**src/rtl/nco_multi.sv**
```systemverilog
// Multi-channel numerically controlled oscillator with per-channel sub-dividers
// and glitch-free, carry-aligned configuration updates through shadow registers.
module nco_multi #(
    parameter int N     = 32,
    parameter int CH    = 4,
    parameter int DIV_W = 8,
    parameter int CH_W  = (CH > 1) ? $clog2(CH) : 1
) (
    input  logic             clk_in,
    input  logic             rst,
    input  logic             cfg_valid,
    output logic             cfg_ready,
    input  logic [CH_W-1:0]  cfg_ch,
    input  logic [N-1:0]     cfg_step,
    input  logic [DIV_W-1:0] cfg_div,
    input  logic             cfg_en,
    input  logic             sync,
    output logic [CH-1:0]    clk_out,
    output logic [CH-1:0]    tick,
    output logic [CH-1:0]    sub_tick
);

    logic [N-1:0]     r_phase   [CH];
    logic [N-1:0]     r_step    [CH];
    logic [DIV_W-1:0] r_div     [CH];
    logic [DIV_W-1:0] r_cnt     [CH];
    logic [CH-1:0]    r_en;

    logic [N-1:0]     r_sh_step [CH];
    logic [DIV_W-1:0] r_sh_div  [CH];
    logic [CH-1:0]    r_sh_en;
    logic [CH-1:0]    r_pending;

    logic [CH-1:0]    r_tick;
    logic [CH-1:0]    r_sub;

    logic [N:0]       w_sum     [CH];
    logic [CH-1:0]    w_commit;
    logic [CH-1:0]    w_accept;

    // A running channel normally commits only on its carry; a zero step (current
    // or newly requested with enable) would never carry, so it commits at once.
    always_comb begin
        for (int unsigned c = 0; c < CH; c++) begin
            w_sum[c]    = {1'b0, r_phase[c]} + {1'b0, r_step[c]};
            w_commit[c] = r_pending[c] &&
                          (w_sum[c][N] || (r_step[c] == '0) ||
                           ((r_sh_step[c] == '0) && r_sh_en[c]));
            w_accept[c] = cfg_valid && (cfg_ch == CH_W'(c)) && !r_pending[c];
        end
    end

    always_comb begin
        cfg_ready = 1'b1;
        for (int unsigned c = 0; c < CH; c++) begin
            if (cfg_ch == CH_W'(c)) cfg_ready = ~r_pending[c];
        end
    end

    always_comb begin
        for (int unsigned c = 0; c < CH; c++) begin
            clk_out[c] = r_phase[c][N-1];
        end
    end

    assign tick     = r_tick;
    assign sub_tick = r_sub;

    always_ff @(posedge clk_in) begin
        if (rst) begin
            for (int unsigned c = 0; c < CH; c++) begin
                r_phase[c]   <= '0;
                r_step[c]    <= '0;
                r_div[c]     <= '0;
                r_cnt[c]     <= '0;
                r_sh_step[c] <= '0;
                r_sh_div[c]  <= '0;
            end
            r_en      <= '0;
            r_sh_en   <= '0;
            r_pending <= '0;
            r_tick    <= '0;
            r_sub     <= '0;
        end else begin
            for (int unsigned c = 0; c < CH; c++) begin
                if (sync) begin
                    r_phase[c] <= '0;
                    r_tick[c]  <= 1'b0;
                    r_sub[c]   <= 1'b0;
                    if (r_pending[c]) begin
                        r_step[c]    <= r_sh_step[c];
                        r_div[c]     <= r_sh_div[c];
                        r_en[c]      <= r_sh_en[c];
                        r_cnt[c]     <= r_sh_div[c];
                        r_pending[c] <= 1'b0;
                    end else begin
                        r_cnt[c] <= r_div[c];
                    end
                end else if (!r_en[c]) begin
                    r_phase[c] <= '0;
                    r_tick[c]  <= 1'b0;
                    r_sub[c]   <= 1'b0;
                    if (r_pending[c]) begin
                        r_step[c]    <= r_sh_step[c];
                        r_div[c]     <= r_sh_div[c];
                        r_en[c]      <= r_sh_en[c];
                        r_cnt[c]     <= r_sh_div[c];
                        r_pending[c] <= 1'b0;
                    end else begin
                        r_cnt[c] <= r_div[c];
                    end
                end else begin
                    r_phase[c] <= w_sum[c][N-1:0];
                    r_tick[c]  <= w_sum[c][N];
                    r_sub[c]   <= w_sum[c][N] && (r_cnt[c] == '0);
                    if (w_commit[c]) begin
                        r_step[c]    <= r_sh_step[c];
                        r_div[c]     <= r_sh_div[c];
                        r_en[c]      <= r_sh_en[c];
                        r_cnt[c]     <= r_sh_div[c];
                        r_pending[c] <= 1'b0;
                        if (!r_sh_en[c]) r_phase[c] <= '0;
                    end else if (w_sum[c][N]) begin
                        r_cnt[c] <= (r_cnt[c] == '0) ? r_div[c] : r_cnt[c] - 1'b1;
                    end
                end

                // Acceptance needs pending clear, so it never collides with a commit.
                if (w_accept[c]) begin
                    r_sh_step[c] <= cfg_step;
                    r_sh_div[c]  <= cfg_div;
                    r_sh_en[c]   <= cfg_en;
                    r_pending[c] <= 1'b1;
                end
            end
        end
    end

endmodule

```
**config.mk**
```make
export PLATFORM = sky130hd
export DESIGN_NAME = nco_multi
export DESIGN_NICKNAME = d
export VERILOG_FILES = /design/src/rtl/nco_multi.sv
export SDC_FILE = /design/constraint.sdc
export NUM_CORES = 1
export LEC_CHECK = 0
export ABC_AREA = 1
export CELL_PAD_IN_SITES_DETAIL_PLACEMENT = 1
export CELL_PAD_IN_SITES_GLOBAL_PLACEMENT = 1
export CORE_UTILIZATION = 52
export DETAILED_ROUTE_END_ITERATION = 10
export MAX_ROUTING_LAYER = met4
export PLACE_DENSITY_LB_ADDON = 0.1
export SLEW_MARGIN = 20
export SYNTH_ARGS = -nofsm -noshare
export SYNTH_HDL_FRONTEND = slang
export SYNTH_SLANG_ARGS = --single-unit
```
**constraint.sdc**
```tcl
create_clock -name clk_in -period 10 [get_ports clk_in]
set_clock_uncertainty 0.1 [all_clocks]
set_input_delay 1 -clock clk_in [delete_from_list [all_inputs] [get_ports clk_in]]
set_output_delay 1 -clock clk_in [all_outputs]
set_load 0.05 [all_outputs]
```
Word-level counts from Yosys, hierarchy flattened
Memory sizes are Yosys's and may differ from the RTL's.
Cells that the tools add are included.
- register bits: 20
- memories kept: 6
- memory bits (writable): 480
- input bits: 47
- word-level logic and storage cells: 471
- output and inout port bits: 13
- memory list (memory ; depth ; bits a word ; read ports ; clocked after memory_dff ; write ports ; RTL line ; RTL):
    r_phase ; 4 ; 32 ; 4 ; 0 ; 4 ; 23 ; logic [N-1:0] r_phase [CH];
    r_sh_step ; 4 ; 32 ; 4 ; 0 ; 4 ; 29 ; logic [N-1:0] r_sh_step [CH];
    r_step ; 4 ; 32 ; 4 ; 0 ; 4 ; 24 ; logic [N-1:0] r_step [CH];
    r_cnt ; 4 ; 8 ; 4 ; 0 ; 4 ; 26 ; logic [DIV_W-1:0] r_cnt [CH];
    r_div ; 4 ; 8 ; 4 ; 0 ; 4 ; 25 ; logic [DIV_W-1:0] r_div [CH];
    r_sh_div ; 4 ; 8 ; 4 ; 0 ; 4 ; 30 ; logic [DIV_W-1:0] r_sh_div [CH];
- add/subtract/negate cells: 8
- multiplexer cells: 297
- reductions and logical operators: 49
- bitwise gates (word level): 80
- equality and inequality tests: 11
- operators by type and width (operator ; number):
    2-to-1 mux 32 bit ; 32
    2-to-1 mux 8 bit ; 44
    logical NOT 32 bit ; 8
    2-to-1 mux 1 bit ; 221
    adder 32 x 32 -> 33 bit ; 4
    bitwise OR 1 bit ; 72
    logical NOT 8 bit ; 4
    subtractor 8 x 1 -> 8 bit, second input constant ; 4
    logical AND 1 bit ; 20
    != test 4 x 2 -> 1 bit, second input constant ; 4
    OR reduction 3 bit ; 4
    logical OR 1 bit ; 8
    != test 2 x 1 -> 1 bit, second input constant ; 4
    NOT 1 bit ; 8
    == test 2 bit, second input constant ; 2
    logical NOT 1 bit ; 4
    == test 2 x 1 -> 1 bit, second input constant ; 1
    logical NOT 2 bit ; 1

Depth between registers and ports, before layout
- depth in word-level cells: 11
- mapped depth: 15
- gate-level depth less buffers: 15

Least setup slack after synthesis
Ideal clock, no wire load.
- kind: in2reg
- start: in cfg_ch[0]
- end: mem r_sh_div[2][0], enable pin
- slack: 5.319 ns
- cell stages on the path: 3
- data required time: 9.405 ns
- data arrival time: 4.085 ns
- path through: inv_1 nand3_1 o21ai_0
- RTL lines (what ; RTL line ; RTL):
    from (decl) ; 13 ; input logic [CH_W-1:0] cfg_ch,
    to (decl) ; 30 ;

Worst setup path in the final report
- start: reg r_pending[2]
- end: out cfg_ready
- word-level cells in the longest chain between the ends: 3
- RTL lines (what ; RTL line ; RTL):
    from (decl) ; 32 ; logic [CH-1:0] r_pending;
    from (signal assigned) ; 81 ; r_pending <= '0;
    from (signal, indexed assignment) ; 95 ; r_pending[c] <= 1'b0;
    from (signal, indexed assignment) ; 108 ; r_pending[c] <= 1'b0;
    NOT 1 bit ; 56 ; if (cfg_ch == CH_W'(c)) cfg_ready = ~r_pending[c];
    2-to-1 mux 1 bit (2 in a row) ; 56 ;
    to (decl) ; 12 ; output logic cfg_ready,
No other way between the ends.

==> impl_metrics.toml <==
[timing]
rsz0062_at_grt = "no"
slew_viol_final = 0
hold_viol = 0
tightest_slew_ns = 1.08
final.setup.tns_ns = 0
fmax_mhz = 245
fin_crit_sh_pct = 40.8
relSlewSlack_pct = 28.1
finalSetupViolCount = 0
min_period_ns = 4.08

[cts]
clk_path_buf_depth = 3
cts.sinks = 500
path_clk_slew_ns = 0.06
cts_setup_buffers = 0
cts-root-buf = "clkbuf_16"
cts-resized-gates = 0
clk_latency_ns = 0.62
cts_buffers = 57
cts_tree = "yes"
htreeDepth = 2
ctsHoldBuffers = 0

[routing]
dr_total_vias = 25200
first_pass_iters = 5
wl_per_cell_um = 19.8
finalWirelength_um = 92100
ant_nets = 0
drc_errors = 0
viasPerCell = 5.43
first_iter_violations = 2015

[logic_synthesis]
synth_top_area_share_pct = 47.7
ys.flop_type = "edfxtp_1"
synthCells = 3651
ys_seq_area_share_pct = 49.0
synth-edff-count = 480
synthDistinctLibCells = 56
syn_area_per_cell_sq_um = 8.27
synth-seq-cells = 500
synthArstFlopShare_pct = 0
yosysTopAreaCell = "edfxtp_1"
synth_warnings = 0
netlist_area_sq_um = 30200
synth_area_leaders = "edfxtp_1 48%, nand2_1 9.2%, nor2_1 9.1%"

[global_route]
grt-ovfl-total = 0
track_usage_pct = 32.3
antenna_found_initial = 0
grt_pass1_wl_um = 145000
grt_max_degree = 43
grt_pass1_vias = 27000

[cells_and_area]
seqCellArea_sq_um = 14800
diodes = 0
nets = 4027
multi_input_area_sq_um = 13100
fin_cells = 4642
fillers = 6917
area_growth_pct = 11.7
drive_gt1_share_pct = 6.38

[worst_setup_path]
path_class = "flip-flop to output port"
start_kind = "flip-flop"
reg2reg_depth = 15
crit_path_end_kind = "output port"
arrival_ns = 2.98
crit_required_ns = 8.90
cp_max_fo = 13

[power_and_ir_drop]
p_comb_share_pct = 12.5
power.leakage_nw = 15.5
p_sw_w = 0.00144
swShare_pct = 27.4
clock_power_share_pct = 40.8
p_per_area_nw_per_um2 = 156
ir_drop_v = 0.000147
finalPower_w = 0.00526
internal-power_w = 0.00382
seqPwrFrac_pct = 46.7

[die]
ios = 60
die_x_um = 243
initial_core_util_pct = 53.1
core_sq_um = 56900
die-area_sq_um = 59100
rows = 87
die_y_um = 243

[worst_hold_path]
hp-class = "flip-flop to flip-flop"
whs_path_depth = 2

[run_status]
status = "finished, final reports clean"

[placed_design]
hpwl_um = 69100
place.gp.congestion = 0.923
placed_cells = 4537
numPortBuffers = 59

[run]
maxCapViolCount = 0
-- flip-flops by register name, summed over array words and instances (netlist names) --
signal / count
tick: 4
r_sh_step: 128
r_div: 32
r_sh_div: 32
sub_tick: 4
r_step: 128
r_sh_en: 4
r_cnt: 32
r_phase: 128
r_en: 4
r_pending: 4
-- per-layer routing --
metal  GRT usage, %  routed length [um]  vias to the layer above  share of wire (%)
li1               -                   -                    12000                  -
met1           37.7               37100                    12300                 40
met2           56.8               46900                      656                 51
met3           4.12                4650                      224                5.1
met4           11.7                3390                        0                3.7
met5              -                   0                        -                  0
-- per-stage QoR --
step                      util (%)  hold slack [ns]  worst slack (ns)  cell area (sq um)
after floorplan                  -            0.389              5.32              30700
after global routing          59.3            0.494              5.83              33700
after detailed placement      56.0            0.448              5.52              31900
after global placement        56.0            0.439              5.69              31900
final                         59.3            0.467              5.92              33700
after CTS                     59.3            0.458              5.94              33700
-- power by group through the flow --
| stage | sequential [W] | combinational, W | clock (W) |
|---|---|---|---|
| final | 0.00246 | 0.000656 | 0.00215 |
| after global routing | 0.00247 | 0.000726 | 0.00223 |
| after CTS | 0.00246 | 0.000647 | 0.00217 |
| after detailed placement | 0.00250 | 0.000635 | 0 |
| after global placement | 0.00250 | 0.000599 | 0 |
| after floorplan | 0.00247 | 0.000448 | 0 |
-- cells in the final DEF (no fill, tap or decap), drive strengths merged, types with 14 or more instances in the layout --
cell type	Yosys	routed
a21oi	202	202
nand2	765	765
xor2	67	67
inv	610	614
ha	136	136
dfxtp	20	20
o21ai	114	114
clkbuf	28	69
clkinv	1	24
edfxtp	480	480
nand4	41	41
nand3	178	178
nor2	812	812
a21o	17	17
xnor2	14	14
conb	1	128
o21bai	30	30
nor3	32	32
clkdlybuf4s50	0	59
-- cells in the mapped netlist (28+ instances only) --
cell      instances
a21oi_1         196
clkbuf_1         28
edfxtp_1        480
ha_1            136
inv_1           603
nand2_1         743
nand3_1         165
nand4_1          41
nor2_1          732
nor2_2           70
nor3_1           28
o21ai_0         104
o21bai_1         30
xor2_1           67
-- final timing paths --
kind | startpoint | endpoint | slack [ns]
worst min register to register | r_sh_en[2] | r_sh_en[2] | 0.47
worst max-delay path | r_pending[2] | cfg_ready | 5.92
worst min-delay path | r_sh_en[2] | r_sh_en[2] | 0.47
worst max register to register | r_step[2][0] | r_step[2][2] | 6.32
-- worst max-delay path, stage by stage, from the launching register on --
cell,delay [ns]
dfxtp_1,0.40
inv_1,0.51
nand3_1,0.28
nand2_1,0.12
o21ai_0,0.08
o21ai_0,0.12
clkdlybuf4s50_1,0.85
-- kinds of logic after synthesis --
group	after synthesis	share of synthesized area [%]
compound gates	392	7.33
xor+xnor	81	2.35
fa+ha+maj	140	5.90
buf+inv	680	9.17
flops	500	49.0
mux	1	0.0373
other cells	1	0.0124
simple gates	1856	26.2
-- layout make-up --
type                            instances  area share, %
Clock buffer                           69           4.45
Clock inverter                         36           1.09
Inverter                              611           6.81
Multi-Input combinational cell       2598           38.9
Sequential cell                       500           43.9
Tap cell                              756           2.80
Timing Repair Buffer                   72           2.04
(Power assumes the default switching activity.)
